===== src/rtl/pipeline_run_controller.sv =====
// Run/step/drain sequencer driving the common stage hold of the 5-stage pipeline; optional watchdog under PIPE_WATCHDOG_EN.
// Latency: a command accepted at edge N affects o_halt from cycle N+1; flush and step-done pulses are registered (1 cycle).
// Backpressure: o_cmd_ready is low in STEP and DRAIN, so the debug unit holds its command until IDLE, RUN or DONE.
module pipeline_run_controller #(
    parameter int NB_CNT      = 32,
    parameter int DRAIN_DEPTH = 3,
    parameter int MAX_CYCLES  = 2**20
) (
    input  logic              i_clk,
    input  logic              i_reset,
    input  logic              i_cmd_valid,
    input  logic [1:0]        i_cmd,
    output logic              o_cmd_ready,
    input  logic              i_halt_instr_ID,
    output logic              o_halt,
    output logic              o_pipe_flush,
    output logic              o_running,
    output logic              o_step_done,
    output logic              o_done,
    output logic              o_timeout,
    output logic [NB_CNT-1:0] o_cycle_count
);

    typedef enum logic [2:0] {
        ST_IDLE  = 3'd0,
        ST_RUN   = 3'd1,
        ST_STEP  = 3'd2,
        ST_DRAIN = 3'd3,
        ST_DONE  = 3'd4
    } state_t;

    localparam logic [1:0] CMD_RUN   = 2'b00;
    localparam logic [1:0] CMD_STEP  = 2'b01;
    localparam logic [1:0] CMD_STOP  = 2'b10;
    localparam logic [1:0] CMD_FLUSH = 2'b11;

    localparam logic [3:0] DRAIN_LOAD = 4'(DRAIN_DEPTH);

    state_t              state, state_next;
    logic [3:0]          drain_cnt, drain_next;
    logic [NB_CNT-1:0]   cycle_cnt;
    logic                flush_q, flush_next;
    logic                step_done_q, step_done_next;
    logic                clear_cnt;
    logic                cmd_fire;
    logic                active;
    logic                timeout_q, timeout_set, timeout_clr;

    assign active      = (state == ST_RUN) || (state == ST_STEP) || (state == ST_DRAIN);
    assign o_cmd_ready = (state == ST_IDLE) || (state == ST_RUN) || (state == ST_DONE);
    assign cmd_fire    = i_cmd_valid && o_cmd_ready;

    always_ff @(posedge i_clk or posedge i_reset) begin
        if (i_reset) begin
            state       <= ST_IDLE;
            drain_cnt   <= 4'd0;
            flush_q     <= 1'b0;
            step_done_q <= 1'b0;
        end else begin
            state       <= state_next;
            drain_cnt   <= drain_next;
            flush_q     <= flush_next;
            step_done_q <= step_done_next;
        end
    end

    always_comb begin
        state_next     = state;
        drain_next     = drain_cnt;
        flush_next     = 1'b0;
        step_done_next = 1'b0;
        clear_cnt      = 1'b0;
        timeout_set    = 1'b0;
        timeout_clr    = 1'b0;
        case (state)
            ST_IDLE: begin
                if (cmd_fire) begin
                    case (i_cmd)
                        CMD_RUN:   state_next = ST_RUN;
                        CMD_STEP:  state_next = ST_STEP;
                        CMD_FLUSH: begin
                            flush_next = 1'b1;
                            clear_cnt  = 1'b1;
                        end
                        default:   state_next = ST_IDLE;
                    endcase
                end
            end
            ST_RUN: begin
                // HALT in ID beats a concurrent STOP; the STOP is consumed.
                if (i_halt_instr_ID) begin
                    state_next = ST_DRAIN;
                    drain_next = DRAIN_LOAD;
                end else if (cmd_fire && i_cmd == CMD_STOP) begin
                    state_next = ST_IDLE;
                end
            end
            ST_STEP: begin
                if (i_halt_instr_ID) begin
                    state_next = ST_DRAIN;
                    drain_next = DRAIN_LOAD;
                end else begin
                    state_next     = ST_IDLE;
                    step_done_next = 1'b1;
                end
            end
            ST_DRAIN: begin
                if (drain_cnt <= 4'd1) begin
                    state_next = ST_DONE;
                    drain_next = 4'd0;
                end else begin
                    drain_next = drain_cnt - 4'd1;
                end
            end
            ST_DONE: begin
                if (cmd_fire && i_cmd == CMD_FLUSH) begin
                    state_next  = ST_IDLE;
                    flush_next  = 1'b1;
                    clear_cnt   = 1'b1;
                    timeout_clr = 1'b1;
                end
            end
            default: state_next = ST_IDLE;
        endcase
`ifdef PIPE_WATCHDOG_EN
        // The advancing cycle that brings the count to MAX_CYCLES is the last one.
        if (active && cycle_cnt == NB_CNT'(MAX_CYCLES - 1)) begin
            state_next  = ST_DONE;
            drain_next  = 4'd0;
            timeout_set = 1'b1;
        end
`endif
    end

    always_ff @(posedge i_clk or posedge i_reset) begin
        if (i_reset) begin
            cycle_cnt <= '0;
        end else if (clear_cnt) begin
            cycle_cnt <= '0;
        end else if (active && cycle_cnt != {NB_CNT{1'b1}}) begin
            cycle_cnt <= cycle_cnt + 1'b1;
        end
    end

`ifdef PIPE_WATCHDOG_EN
    always_ff @(posedge i_clk or posedge i_reset) begin
        if (i_reset) begin
            timeout_q <= 1'b0;
        end else if (timeout_clr) begin
            timeout_q <= 1'b0;
        end else if (timeout_set) begin
            timeout_q <= 1'b1;
        end
    end
`else
    logic unused_wd;
    assign unused_wd = timeout_set ^ timeout_clr;
    assign timeout_q = 1'b0;
`endif

    assign o_halt        = !active;
    assign o_running     = (state == ST_RUN) || (state == ST_DRAIN);
    assign o_done        = (state == ST_DONE);
    assign o_pipe_flush  = flush_q;
    assign o_step_done   = step_done_q;
    assign o_timeout     = timeout_q;
    assign o_cycle_count = cycle_cnt;

endmodule

===== config.mk =====
export PLATFORM = sky130hd
export DESIGN_NAME = pipeline_run_controller
export DESIGN_NICKNAME = d
export VERILOG_FILES = /design/src/rtl/pipeline_run_controller.sv
export SDC_FILE = /design/constraint.sdc
export NUM_CORES = 1
export LEC_CHECK = 0
export CAP_MARGIN = 40
export CORE_MARGIN = 2
export CORE_UTILIZATION = 50
export DETAILED_ROUTE_END_ITERATION = 10
export PLACE_DENSITY = 0.78
export SLEW_MARGIN = 20
export SYNTH_ARGS = -nofsm -noshare
export SYNTH_HDL_FRONTEND = slang
export SYNTH_SLANG_ARGS = --single-unit
export TNS_END_PERCENT = 100

===== constraint.sdc =====
create_clock -name i_clk -period 2.91 [get_ports i_clk]
set_input_delay 0.582 -clock i_clk [delete_from_list [all_inputs] [get_ports i_clk]]
set_output_delay 0.582 -clock i_clk [all_outputs]
set_load 0.05 [all_outputs]

-- After elaboration in Yosys (flattened, before gate mapping)
Cells that the tools add are included.
- $lt $le $gt $ge: 1
- eq/ne operators: 14
- mux-type cells: 19
- reduce and logical (&&, ||, !) cells: 17
- $add $sub $neg: 2
- operators with widths (operator ; count):
    $mux W32 ; 2
    $add A32 B1 Y32 const B ; 1
    $ne A32 B32 Y1 const B ; 1
    $mux W3 ; 5
    $pmux W3 S5 ; 1
    $pmux W3 S3 ; 1
    $mux W4 ; 2
    $pmux W4 S2 ; 1
    $eq A3 B2 Y1 const B ; 2
    $ne A2 B1 Y1 const B ; 3
    $logic_or A1 B1 Y1 ; 5
    $mux W1 ; 5
    $reduce_and A5 Y1 ; 1
    $eq A2 B2 Y1 const B ; 2
    $le A4 B1 Y1 const B ; 1
    $logic_and A1 B1 Y1 ; 4
    $ne A2 B2 Y1 const B ; 2
    $reduce_bool A2 Y1 ; 2
    $sub A4 B1 Y4 const B ; 1
    $eq A3 B1 Y1 const B ; 1
    $eq A3 B3 Y1 const B ; 1
    $logic_not A3 Y1 ; 1
    $ne A3 B2 Y1 const B ; 1
    $eq A2 B1 Y1 const B ; 1
    other kinds (6) ; 6
- bits in registers: 41
- word-level logic and storage cells: 58

-- Longest topological paths before layout
- depth after elaboration: 8
- mapped depth: 9

-- Worst setup path after synthesis
No wires, ideal clock.
- path kind: register -> register
- start point: register cycle_cnt[0] (netlist: o_cycle_count[0])
- end point: register cycle_cnt[14] (netlist: o_cycle_count[14])
- path buffers: 3
- arrival: 2440 ps
- path slack: 351 ps
- stages on the path, launching flop included: 10
- required time: 2791 ps
- period minus slack after synthesis: 2559 ps
- cells stage by stage: dfrtp_1 ha_1 nand4_1 or3_1 clkbuf_2 o31ai_4 buf_2 buf_4 nor3_1 o21a_1
- cells in the longest elaborated chain, start to end: 3
- elaborated cells between the ends (all ways): 6
- classes of those cells: add/sub (1); eq/ne (1); mux (2); reduce/logical (2)
- ends and longest elaborated chain (item ; RTL line ; source):
    start, declared ; 41 ; logic [NB_CNT-1:0] cycle_cnt;
    start signal, assigned ; 141 ; cycle_cnt <= cycle_cnt + 1'b1;
    $add A32 B1 Y32 / $ne A32 B32 Y1 (equally long branches) ; 141, 140 ;
    $mux W32 / $logic_and A1 B1 Y1 (equally long branches) ; 140 ; end else if (active && cycle_cnt != {NB_CNT{1'b1}}) begin
    $mux W32 / $reduce_bool A2 Y1 (equally long branches) ; - ;
Several ways; a longest one is shown, not always the timed one. The select of a mux whose other input is x is not followed.
A chain may end at the register's enable or synchronous reset.

-- Final worst setup path
- start point: register state[0]
- end point: output o_halt
- cells in the longest elaborated chain, start to end: 4
- elaborated cells between the ends (all ways): 6
- classes of those cells: eq/ne (3); reduce/logical (3)
- ends and longest elaborated chain (item ; RTL line ; source):
    start, declared ; 39 ; state_t state, state_next;
    start signal, assigned ; 60 ; state <= state_next;
    $eq A3 B1 Y1 / $eq A3 B2 Y1 (equally long branches) ; 49 ; assign active = (state == ST_RUN) || (state == ST_STEP) || (state == ST_DRAIN);
    $logic_or A1 B1 Y1 ; 49 ;
    $logic_or A1 B1 Y1 (*) ; 49 ;
    $logic_not A1 Y1 (*) ; 161 ; assign o_halt = !active;
    end, declared ; 15 ; output logic o_halt,
Every way passes the cells marked *; elsewhere a longest branch is shown, timed or not.

==> impl_metrics.csv <==
group,metric,value,unit
finish,fill_cells,396,
grt,grt_pass1_vias,1944,
placement,place.gp.congestion,0.787,
sta,worstMarginPinSlew,0.760,ns
floorplan,rows,24,
clock_tree,clkTransAtPathRegs,0.08,ns
detailed_routing,first_pass_iters,4,
floorplan,io_pins,45,
floorplan,start_util,52.3,%
finish,final_cell_mix,"clkdlybuf4s50_1, dfrtp_1, a21oi_1",
detailed_routing,wl_met3,240,um
detailed_routing,ant_nets,0,
yosys,synth.area.mux_share,0.867,%
sta,rsz0062_at_grt,"no",
detailed_routing,routed_wl,5.35,mm
setup_path,rrSetupSlack,0.48,ns
finish,drive_gt1_share,6.67,%
power_and_ir_drop,p_leak,1.10,nW
clock_tree,cts_setup_buffers,0,
yosys,synthSimpleGateAreaFrac,26.5,%
sta,slew_headroom,48.9,%
detailed_routing,via_per_inst,6.02,
sta,setup_viol_count_final,0,
finish,final_nets,308,
power_and_ir_drop,cellPowerDensity,998,nW/um2
power_and_ir_drop,p_total,2.85,mW
job,max-cap-violations,0,
sta,hold_viol,0,
placement,dp_slack,0.519,ns
finish,fin_util,64.7,%
yosys,syn_avg_cell_area,9.02,um2
placement,dp.cells,343,
placement,dp_hpwl,3.80,mm
clock_tree,htreeDepth,2,
yosys,synth-adder-area-share,1.63,%
yosys,ys_seq_area_share,44.4,%
sta,fin_crit_sh,90.7,%
setup_path,crit_required,2.33,ns
yosys,synth-compound-area-share,19.3,%
sta,fmaxAchievable,379,MHz
clock_tree,cts_root_buffer,"clkbuf_8",
clock_tree,clock_latency,0.29,ns
yosys,synthDistinctLibCells,50,
setup_path,max_stage_delay,0.83,ns
detailed_routing,drt-met1-wl,2.44,mm
clock_tree,cts_sinks,41,
yosys,synth-seq-cells,41,
grt,antenna_found_initial,0,
floorplan,die_w,72.0,um
floorplan,die_area,5180,um2
sta,finClkSkew,0.00716,ns
detailed_routing,drc,0,
floorplan,fp.dieH,72.0,um
min_path,hold_path.class,"reg2reg",
detailed_routing,route.met2.wl,2.60,mm
grt,grt-ovfl-total,0,
detailed_routing,dr_total_vias,2120,
clock_tree,cts_tree,"done",
yosys,syn_inst,256,
sta,slew_viol_final,0,
setup_path,path_max_fanout,10,
power_and_ir_drop,peakVddDrop,0.600,mV
setup_path,setup.worst_path.end_class,"output pin",
yosys,synthesis.area,2310,um2
sta,period_needed,2.64,ns
setup_path,start_kind,"register",
clock_tree,cts_buffers,5,
run_status,status,"completed",
finish,diodes,0,
grt,grt_pass1_wl,9.03,mm
detailed_routing,dr.max_layer_used,"met4",
grt,grt_max_degree,42,
setup_path,crit_type,"reg2out",
finish,final_common_cell,"clkdlybuf4s50_1",
setup_path,crit_slowest_cell,"clkdlybuf4s50_1",
setup_path,critPathArrivalTime,2.06,ns
finish,design_area,2860,um2
finish,area_delta_synth_final,23.6,%
yosys,syn-num-nets,265,
sta,setup_tns,0,ns
placement,placed_area,2770,um2
finish,instances_no_fill,352,
placement,io_buffers,43,
sta,setup_slack,0.272,ns
yosys,synth_xor_area_share,1.90,%
detailed_routing,drt_iter0_drc,131,
yosys,synth_top_family_by_area,"simple AND/OR/NAND/NOR gates",
floorplan,core,4410,um2
yosys,yosys_warnings,0,
clock_tree,clockBufferDepth,2,
detailed_routing,wl_per_cell,15.2,um
clock_tree,cts_resized,0,
setup_path,path_cells,"o21ba_2 > inv_1 > clkdlybuf4s50_1",
sta,fin_hold_ws,0.549,ns
clock_tree,postCtsHoldBufs,0,
grt,grt_use_total,22.1,%
[routing by layer]
layer	vias to the layer above	track usage (%)
li1	1044	-
met1	1011	29.8
met2	58	36.3
met3	7	4.44
met4	0	6.92
met5	-	0
[registers in the layout, indices dropped and copies added (netlist names)]
register	count
drain_cnt	4
state	3
o_pipe_flush	1
o_step_done	1
o_cycle_count	32
[cell usage after synthesis (all sizes together)]
cell,n,share of area [%]
a21oi,21,4.6
a22o,2,0.76
a31oi,1,0.27
a41oi,1,0.38
and2,3,0.81
and3,4,1.1
and3b,1,0.38
and4,2,0.81
buf,7,2.2
clkbuf,6,1.0
clkinv,1,0.16
conb,1,0.16
dfrtp,41,44
ha,3,1.6
inv,11,1.8
mux2i,2,0.87
nand2,20,3.3
nand2b,2,0.54
nand3,11,2.4
nand3b,2,0.65
nand4,8,2.2
nor2,13,2.1
nor2b,1,0.27
nor3,11,2.4
nor3b,1,0.33
nor4,2,0.54
o2111ai,1,0.38
o211ai,3,0.98
o21a,4,1.3
o21ai,16,3.5
o21ba,1,0.43
o22ai,3,0.81
o2bb2ai,1,0.38
o311ai,1,0.38
o31ai,13,4.8
o32ai,1,0.38
or2,2,0.65
or3,15,4.1
or4,11,3.6
or4b,1,0.43
xnor2,5,1.9
[cell type report]
cell class | instances | area [um2] | area share [%]
Multi-Input combinational cell | 190 | 1160 | 40.8
Clock buffer | 6 | 72.6 | 2.54
Tap cell | 52 | 65.1 | 2.28
Sequential cell | 41 | 1030 | 35.9
Inverter | 12 | 45.0 | 1.58
Timing Repair Buffer | 49 | 473 | 16.6
Clock inverter | 2 | 10.0 | 0.351
[where the power goes]
| part | internal [mW] | total, mW | switching, mW | leakage [nW] |
|---|---|---|---|---|
| registers | 0.743 | 0.992 | 0.249 | 0.542 |
| clock network | 0.166 | 0.358 | 0.192 | 0.0450 |
| logic | 0.512 | 1.50 | 0.988 | 0.510 |
| total | 1.42 | 2.85 | 1.43 | 1.10 |
[cells by family (layout without fill, tap and decap cells)]
logic type	count (synthesis)	after routing
AOI/OAI and AO/OA	69	69
xor gates and xnor gates	5	5
adders and majority gates	3	3
buffers and inverters	25	69
DFF	41	41
muxes	2	2
other	1	1
and+or+nand+nor	110	110
[worst paths after layout]
kind                                     endpoint  cells after the start             start
min in group asynchronous       o_cycle_count[11]                      3           i_reset
max in group asynchronous       o_cycle_count[23]                      3           i_reset
worst max-delay path                       o_halt                      3          state[0]
worst min-delay path             o_cycle_count[0]                      1  o_cycle_count[0]
worst max register to register  o_cycle_count[27]                      5  o_cycle_count[6]
worst min register to register   o_cycle_count[0]                      1  o_cycle_count[0]
[worst max-delay path: cells and delay by family (launching register included)]
family / cells / cell delay (ns)
buffers and inverters: 2 / 0.96
AOI/OAI and AO/OA: 1 / 0.32
DFF: 1 / 0.48
Note: power is estimated with default switching activity, not from simulation.
